File: config.mk
export PLATFORM = sky130hd
export DESIGN_NAME = pwm_int_event_gen
export DESIGN_NICKNAME = d
export VERILOG_FILES = /design/src/rtl/pwm_int_event_gen.sv
export SDC_FILE = /design/constraint.sdc
export NUM_CORES = 1
export LEC_CHECK = 0
export ABC_AREA = 1
export CORE_ASPECT_RATIO = 2
export CORE_MARGIN = 3
export CORE_UTILIZATION = 50
export DETAILED_ROUTE_END_ITERATION = 7
export PLACE_DENSITY = 0.87
export SLEW_MARGIN = 10
export SYNTH_ARGS = -nofsm -noshare
export SYNTH_HDL_FRONTEND = slang
export SYNTH_SLANG_ARGS = --single-unit
export TNS_END_PERCENT = 30
File: constraint.sdc
create_clock -name clk -period 2.5 [get_ports clk]
set_input_delay 0.375 -clock clk [delete_from_list [all_inputs] [get_ports clk]]
set_output_delay 0.375 -clock clk [all_outputs]
set_load 0.05 [all_outputs]
File: src/rtl/pwm_int_event_gen.sv
// Per-channel interrupt event generator: selects carrier zero/peak strobes, decimates them,
// and emits registered single-cycle event pulses plus sticky status flags.
module pwm_int_event_gen #(
   parameter int N_CH  = 8,
   parameter int DEC_W = 4
) (
   input  logic                    clk,
   input  logic                    reset,
   input  logic                    en,
   input  logic [N_CH-1:0]         evt_zero,
   input  logic [N_CH-1:0]         evt_peak,
   input  logic [2*N_CH-1:0]       cfg_src,
   input  logic [DEC_W*N_CH-1:0]   cfg_dec,
   input  logic                    cfg_load,
   input  logic [N_CH-1:0]         sticky_clr,
   output logic [N_CH-1:0]         event_out,
   output logic [N_CH-1:0]         evt_sticky,
   output logic [DEC_W*N_CH-1:0]   dec_cnt_dbg
);

   logic [N_CH-1:0][DEC_W-1:0] cnt;
   logic [N_CH-1:0][DEC_W-1:0] cnt_nxt;
   logic [N_CH-1:0]            sel;
   logic [N_CH-1:0]            fire;

   always_comb begin
      sel     = '0;
      fire    = '0;
      cnt_nxt = cnt;
      for (int unsigned i = 0; i < N_CH; i++) begin
         // zero and peak in the same cycle collapse into a single event
         sel[i] = (cfg_src[2*i] & evt_zero[i]) | (cfg_src[2*i+1] & evt_peak[i]);
         if (cfg_load) begin
            cnt_nxt[i] = '0;
         end else if (en) begin
            if (cfg_src[2*i +: 2] == 2'b00) begin
               cnt_nxt[i] = '0;
            end else if (sel[i]) begin
               // >= rather than == so a lowered D fires on the next event instead of wrapping
               if (cnt[i] >= cfg_dec[DEC_W*i +: DEC_W]) begin
                  fire[i]    = 1'b1;
                  cnt_nxt[i] = '0;
               end else begin
                  cnt_nxt[i] = cnt[i] + 1'b1;
               end
            end
         end
      end
   end

   always_ff @(posedge clk or posedge reset) begin
      if (reset) begin
         cnt        <= '0;
         event_out  <= '0;
         evt_sticky <= '0;
      end else begin
         cnt        <= cnt_nxt;
         event_out  <= fire;
         // set beats clear so an event coinciding with a software clear is not lost
         evt_sticky <= (evt_sticky & ~sticky_clr) | fire;
      end
   end

   assign dec_cnt_dbg = cnt;

endmodule

# == Yosys cells after proc, flatten, opt, wreduce, memory -nomap -nowiden ==
# Index checks and enable logic that the tools add are counted.
# word_totals
regBits,48
latchBits,0
ram_bits,0
romBits,0
inputBits,76
out_inout_bits,48
wordCells,158
memories,0
# op_classes
add_sub_neg,8
mul,0
div_mod_pow,0
n_lt_le_gt_ge,8
eq_ne,0
n_shift,0
n_mux,80
n_bitwise,27
reduce_logical,25
# ops
op,n
4-bit 2-to-1 mux,40
1-bit 2-to-1 mux,40
"4-bit by 1-bit adder with 4-bit output, second input constant",8
4-bit greater-or-equal comparator,8
3-bit nonzero test,8
1-bit AND,16
2-bit logical NOT,8
2-bit AND reduction,8
8-bit AND,1
8-bit NOT,1
1-bit OR,8
8-bit OR,1
2-bit nonzero test,1

# == Longest topological paths before layout ==
# Gate-level depths: netlist (run 1).
# depth
ltp_word,7
mapped_depth,11
ltp_nobuf,11

# == Worst setup path before layout (run 1) ==
# No wires, ideal clock.
# synth_timing
path_type,flip-flop to flip-flop
startpoint,reg cnt (netlist bit dec_cnt_dbg[8])
endpoint,reg cnt (netlist bit dec_cnt_dbg[9])
setup_time_ns,0.066
t_arrival_ns,1.578
t_required_ns,2.434
setup_slack_ns,0.855
path_stages_with_launch,12
n_path_buf,0
period_less_slack_ns,1.645
path_cell_list,dfrtp_1 inv_1 ha_1 inv_1 nand2_1 nand2_1 nand2_1 nand2_1 nand2_1 nor2_1 nand2_1 nand2_1
# synth_via
elab_chain_cells,6
word_cells_on_any_way,7
cone_classes,add/sub: 1; order compare: 1; mux: 5
# synth_lines
item,line,text
start: declaration,21,logic [N_CH-1:0][DEC_W-1:0] cnt;
start signal: assignment,57,cnt <= cnt_nxt;
4-bit by 1-bit adder with 4-bit output or 4-bit greater-or-equal comparator (tied branches),"44, 40",
4-bit 2-to-1 mux (*),40,if (cnt[i] >= cfg_dec[DEC_W*i +: DEC_W]) begin
4-bit 2-to-1 mux (*),38,end else if (sel[i]) begin
4-bit 2-to-1 mux (*),36,if (cfg_src[2*i +: 2] == 2'b00) begin
4-bit 2-to-1 mux (*),35,end else if (en) begin
4-bit 2-to-1 mux (*),33,if (cfg_load) begin
# Every way passes the cells marked *; elsewhere a longest branch is shown, timed or not. The select of a mux whose other input is x is not followed.
# A chain may end at the register's enable or synchronous reset.

# == Final worst setup path (run 1) ==
# layout_timing
startpoint,reg cnt (netlist bit dec_cnt_dbg[16])
endpoint,out dec_cnt_dbg[16]
# layout_lines
item,line,text
end: declaration,18,output logic [DEC_W*N_CH-1:0] dec_cnt_dbg
# No word-level cell between the ends.

==> flow_summary.yaml, run 1 <==
place:
  placed_cells: 750
  hpwlAfterDp_um: 7840
  place_congestion: 0.834
  port_buffers: 123
  place_ws_ns: 0.511
sta:
  report.final.slew_viol_count: 0
  min_period_over_period_pct: 78.5
  fmax_mhz: 510
  hold_violations: 0
  max_slew.worst_pin.slew_ns: 0.555
  slew_headroom_pct: 62.9
  rsz0062_at_grt: "false"
  setup_violations: 0
  fin_ws_ns: 0.538
  skew_ns: 0.00398
  fin_setup_tns_ns: 0
  fin_crit_ns: 1.96
synth:
  yosysTopAreaCellShare_pct: 32.8
  yosys.cell_types.count: 22
  ys_top_cells_by_area: "dfrtp_1, nand2_1, ha_1, inv_1, nand3_1"
  synth_top_area_cell: "dfrtp_1"
  syn_area_um2: 3660
  postSynthCellCount: 538
  yosysSeqAreaShare_pct: 32.8
  syn-num-nets: 654
  ys_seq_elements: 48
  syn_area_per_cell_um2: 6.80
  yosysWarnings: 0
setup_path:
  endpoint_kind: "primary output"
  start_kind: "flip-flop"
  cp_max_fo: 6
  cp_cell_sequence: "clkdlybuf4s50_1"
  path_buf_inv: 1
  crit_required_ns: 2.12
  worstPathArrival_ns: 1.59
  slowest_delay_ns: 0.84
  regToRegSetupSlack_ns: 0.95
  path_class: "flip-flop to primary output"
  critPathTopFamily: "buffers and inverters"
  cp_slowest_cell: "clkdlybuf4s50_1"
global_routing:
  met3_usage_pct: 3.43
  grt.busiest_layer: "met2"
  gr-total-overflow: 0
  grt_antenna_before_repair: 0
  met1_usage_pct: 24.3
  track_usage_pct: 24.5
  grt_pass1_vias: 3895
  met2_usage_pct: 47.1
  grt_pass1_wl_um: 16400
  grt_max_degree: 26
clocking:
  clk_pin_slew_worst_paths_ns: 0.06
  numCtsBuffers: 5
  clock_latency_ns: 0.29
  clock_sinks: 48
  post_cts_resized: 0
  htreeDepth: 2
  ctsLongestPathBuffers: 2
  root_buffer: "clkbuf_16"
  cts_setup_buffers: 0
  postCtsHoldBufs: 0
  cts_tree: "yes"
cells_and_area:
  stdcell_count: 758
  syn_to_final_growth_pct: 40.5
  fillers: 578
  antenna_cells: 0
  mostFrequentLayoutCells: "nand2_1, inv_1, clkdlybuf4s50_1, dfrtp_1, ha_1"
  final_common_cell: "nand2_1"
  nets: 783
  drive_gt1_share_pct: 5.84
detailed_routing:
  drc_errors: 0
  postRouteAntennaNets: 0
  vias: 3779
  drt-initial-drc-count: 209
  wirelength_um: 9660
  wl_per_cell_um: 12.7
  vias_per_cell: 4.99
  first_pass_iters: 4
floorplanning:
  die_x_um: 66.5
  die-area_um2: 8450
  design.core.area_um2: 7050
  start_util_pct: 51.9
  die_y_um: 127
  rows: 43
  pin_count: 124
power:
  p_leak_nw: 2.95
  peakVddDrop_v: 0.000377
  pwr_density_cell_nw_per_um2: 445
outcome:
  outcome: "finished clean"
min_path:
  min_path_type: "input pin to async pin"
job:
  maxCapViolations: 0
-- state kept, by name, summed over array words and instances, names as in the netlist --
signal,cells
evt_sticky,8
event_out,8
dec_cnt_dbg,32
-- routing by layer --
metal  vias to the layer above  share of wire (%)
met2                       130                 56
met4                         0                3.7
met1                      1742                 35
met5                         -                  0
met3                        37                4.7
li1                       1870                  -
-- area by class of cell --
| cell class | instances | area, um2 | share of cell area [%] |
|---|---|---|---|
| clock buffer | 6 | 139 | 2.70 |
| clock inverter | 2 | 10.0 | 0.195 |
| inverter | 139 | 527 | 10.2 |
| multi-input combinational | 348 | 1890 | 36.8 |
| sequential | 48 | 1200 | 23.4 |
| tap | 90 | 113 | 2.19 |
| timing repair buffer | 125 | 1260 | 24.5 |
-- report_power, final --
group          internal, W  switching, W
registers         0.000815     0.0000537
clock network     0.000394      0.000284
logic             0.000308      0.000433
total              0.00152      0.000771
-- worst paths after layout --
| path | from | endpoint | cells past startpoint |
|---|---|---|---|
| hold reg to reg | evt_sticky[1]$_DFF_PP0_ | evt_sticky[1]$_DFF_PP0_ | 2 |
| max in group asynchronous | reset | evt_sticky[2]$_DFF_PP0_ | 3 |
| min in group clk | evt_sticky[1]$_DFF_PP0_ | evt_sticky[1]$_DFF_PP0_ | 2 |
| hold / removal | reset | event_out[0]$_DFF_PP0_ | 2 |
| setup / recovery | dec_cnt_dbg[16]$_DFFE_PP0P_ | dec_cnt_dbg[16] | 1 |
| setup reg to reg | dec_cnt_dbg[3]$_DFFE_PP0P_ | dec_cnt_dbg[1]$_DFFE_PP0P_ | 4 |
-- per-stage QoR --
stage / total power [W] / hold slack [ns] / util [%] / instance area, um2
4_1_cts: 0.00230 / 0.476 / 73.0 / 5140
3_5_place_dp: 0.00162 / 0.528 / 70.9 / 4990
5_1_grt: 0.00242 / 0.513 / 73.0 / 5140
2_1_floorplan: 0.00133 / 0.471 / - / 3660
6_report: 0.00229 / 0.457 / 73.0 / 5140
3_3_place_gp: 0.00159 / 0.521 / 70.9 / 4990
-- synth_stat cells, drive strengths merged --
master / n
nand2: 183
inv: 139
dfrtp: 48
ha: 40
nor2: 40
o21ai: 31
nand3: 30
a21oi: 8
nand4: 6
o21bai: 5
xor2: 4
buf: 3
xnor2: 1
-- logic make-up after synthesis --
family	count (synthesis)	share of synthesized area, %
buffers and inverters	142	15.4
DFF	48	32.8
AOI/OAI and AO/OA	44	6.36
and+or+nand+nor	259	30.5
adders and majority gates	40	13.7
xor gates and xnor gates	5	1.20
No activity file was read; power rests on OpenSTA's default activity.
==> run 2, diff against run 1 <==
--- a/config.mk
+++ b/config.mk
@@ -8,9 +8,9 @@
 export ABC_AREA = 1
 export CORE_ASPECT_RATIO = 2
 export CORE_MARGIN = 3
-export CORE_UTILIZATION = 50
+export CORE_UTILIZATION = 47
 export DETAILED_ROUTE_END_ITERATION = 7
-export PLACE_DENSITY = 0.87
+export PLACE_DENSITY = 0.82
 export SLEW_MARGIN = 10
 export SYNTH_ARGS = -nofsm -noshare
 export SYNTH_HDL_FRONTEND = slang
==> constraint.sdc (replaced) <==
create_clock -name clk -period 1.96 [get_ports clk]
set_input_delay 0.294 -clock clk [delete_from_list [all_inputs] [get_ports clk]]
set_output_delay 0.294 -clock clk [all_outputs]
set_load 0.05 [all_outputs]
==> flow_summary.yaml, run 2 (synthesized netlist as in run 1, its figures left out) <==
clocking:
  htreeDepth: 2
  numCtsBuffers: 5
  cts_setup_buffers: 0
  ctsLongestPathBuffers: 2
  cts_tree: "yes"
  clk_pin_slew_worst_paths_ns: 0.06
  root_buffer: "clkbuf_16"
  post_cts_resized: 0
  postCtsHoldBufs: 0
  clock_sinks: 48
  clock_latency_ns: 0.29
place:
  place_congestion: 0.899
  port_buffers: 123
  placed_area_um2: 5000
  hpwlAfterDp_um: 7680
  place_ws_ns: 0.0920
cells_and_area:
  syn_to_final_growth_pct: 40.1
  mostFrequentLayoutCells: "nand2_1, inv_1, clkdlybuf4s50_1, dfrtp_1, ha_1"
  antenna_cells: 0
  fin_area_um2: 5130
  nets: 783
  largest_reg_flops: 32
  drive_gt1_share_pct: 5.71
  final_common_cell: "nand2_1"
sta:
  fin_crit_ns: 1.88
  fin_setup_tns_ns: 0
  report.final.slew_viol_count: 0
  slew_headroom_pct: 64.7
  skew_ns: 0.00225
  max_slew.worst_pin.slew_ns: 0.528
  rsz0062_at_grt: "false"
  fmax_mhz: 531
  setup_violations: 0
  fin_ws_ns: 0.0752
  min_period_over_period_pct: 96.2
  hold_violations: 0
power:
  switchingPower_w: 0.000964
  clkPwrFrac_pct: 28.1
  pwr_density_cell_nw_per_um2: 556
  peakVddDrop_v: 0.000464
  comb_power_share_pct: 33.1
  power_frac_seq_pct: 38.9
  sw_frac_of_total_pct: 33.8
  p_leak_nw: 2.95
  internal_power_w: 0.00189
  power.total_w: 0.00285
detailed_routing:
  drt-initial-drc-count: 167
  wirelength_um: 9570
  postRouteAntennaNets: 0
  drc_errors: 0
  vias_per_cell: 4.82
  wl_per_cell_um: 12.6
  first_pass_iters: 4
  vias: 3646
setup_path:
  cp_cell_sequence: "clkdlybuf4s50_1"
  cp_slowest_cell: "clkdlybuf4s50_1"
  start_kind: "flip-flop"
  worstReg2RegEnd: "dec_cnt_dbg[8]$_DFFE_PP0P_"
  regToRegSetupSlack_ns: 0.47
  r2r_start: "dec_cnt_dbg[8]$_DFFE_PP0P_"
  path_buf_inv: 1
  worstPathArrival_ns: 1.59
  endpoint_kind: "primary output"
  path_class: "flip-flop to primary output"
  crit_required_ns: 1.67
  cp_max_fo: 6
  ff2ff_path_depth: 11
  slowest_delay_ns: 0.85
  critPathTopFamily: "buffers and inverters"
floorplanning:
  design.core.area_um2: 7430
  die-area_um2: 8950
  die_x_um: 68.4
  pin_count: 124
  rows: 44
  start_util_pct: 49.3
  die_y_um: 131
global_routing:
  grt_pass1_wl_um: 15600
  gr-total-overflow: 0
  grt_max_degree: 49
  grt_pass1_vias: 3688
  grt_antenna_before_repair: 0
  track_usage_pct: 22.7
min_path:
  min_path_type: "input pin to async pin"
job:
  maxCapViolations: 0
outcome:
  outcome: "finished clean"
-- run 2: cell count changes in the layout (fill, tap and decap cells not counted) --
| cell | delta |
|---|---|
| clkbuf_8 | -1 |
| buf_4 | +1 |
| clkdlybuf4s50_1 | -2 |
| buf_12 | +1 |
| clkinv_2 | -2 |
-- run 2: worst min-delay path: stages --
cell and delay [ns]:
clkdlybuf4s50_1 0.42, inv_2 0.07, buf_12 0.25
-- run 2: per-layer routing --
metal | track usage, % | share of wire (%) | vias up
met5 | 0 | 0 | -
met2 | 45.1 | 59 | 80
met1 | 22.6 | 36 | 1696
met3 | 3.34 | 4.0 | 13
met4 | 7.27 | 1.6 | 0
li1 | - | - | 1857
-- run 2: worst max path at each step --
stage                          startpoint                           to  slack (ns)  depth (start not counted)
2_1_floorplan  dec_cnt_dbg[8]$_DFFE_PP0P_   dec_cnt_dbg[9]$_DFFE_PP0P_        0.32                         11
3_3_place_gp                  cfg_dec[31]  dec_cnt_dbg[28]$_DFFE_PP0P_        0.17                          6
3_5_place_dp                  cfg_dec[31]  dec_cnt_dbg[28]$_DFFE_PP0P_        0.09                          6
4_1_cts        dec_cnt_dbg[4]$_DFFE_PP0P_               dec_cnt_dbg[4]        0.06                          1
5_1_grt        dec_cnt_dbg[4]$_DFFE_PP0P_               dec_cnt_dbg[4]        0.03                          1
6_report       dec_cnt_dbg[4]$_DFFE_PP0P_               dec_cnt_dbg[4]        0.08                          1
-- run 2: stage by stage --
stage / hold slack, ns / util, % / std cells
2_1_floorplan: 0.390 / - / 538
3_3_place_gp: 0.523 / 67.3 / 752
3_5_place_dp: 0.529 / 67.3 / 752
4_1_cts: 0.389 / 69.0 / 757
5_1_grt: 0.418 / 69.0 / 757
6_report: 0.371 / 69.0 / 757
-- run 2: final cells by class --
type | instances | area (um2)
Timing Repair Buffer | 125 | 1270
Multi-Input combinational cell | 348 | 1890
Tap cell | 92 | 115
Clock buffer | 5 | 125
Inverter | 139 | 527
Fill cell | 615 | 2300
Sequential cell | 48 | 1200
-- run 2: power by group through the flow --
stage / clock [W] / combinational, W / sequential (W)
after floorplan: 0 / 0.000411 / 0.00128
after global placement: 0 / 0.000915 / 0.00112
after detailed placement: 0 / 0.000944 / 0.00113
after CTS: 0.000809 / 0.000951 / 0.00111
after global routing: 0.000845 / 0.00105 / 0.00112
final: 0.000800 / 0.000942 / 0.00111
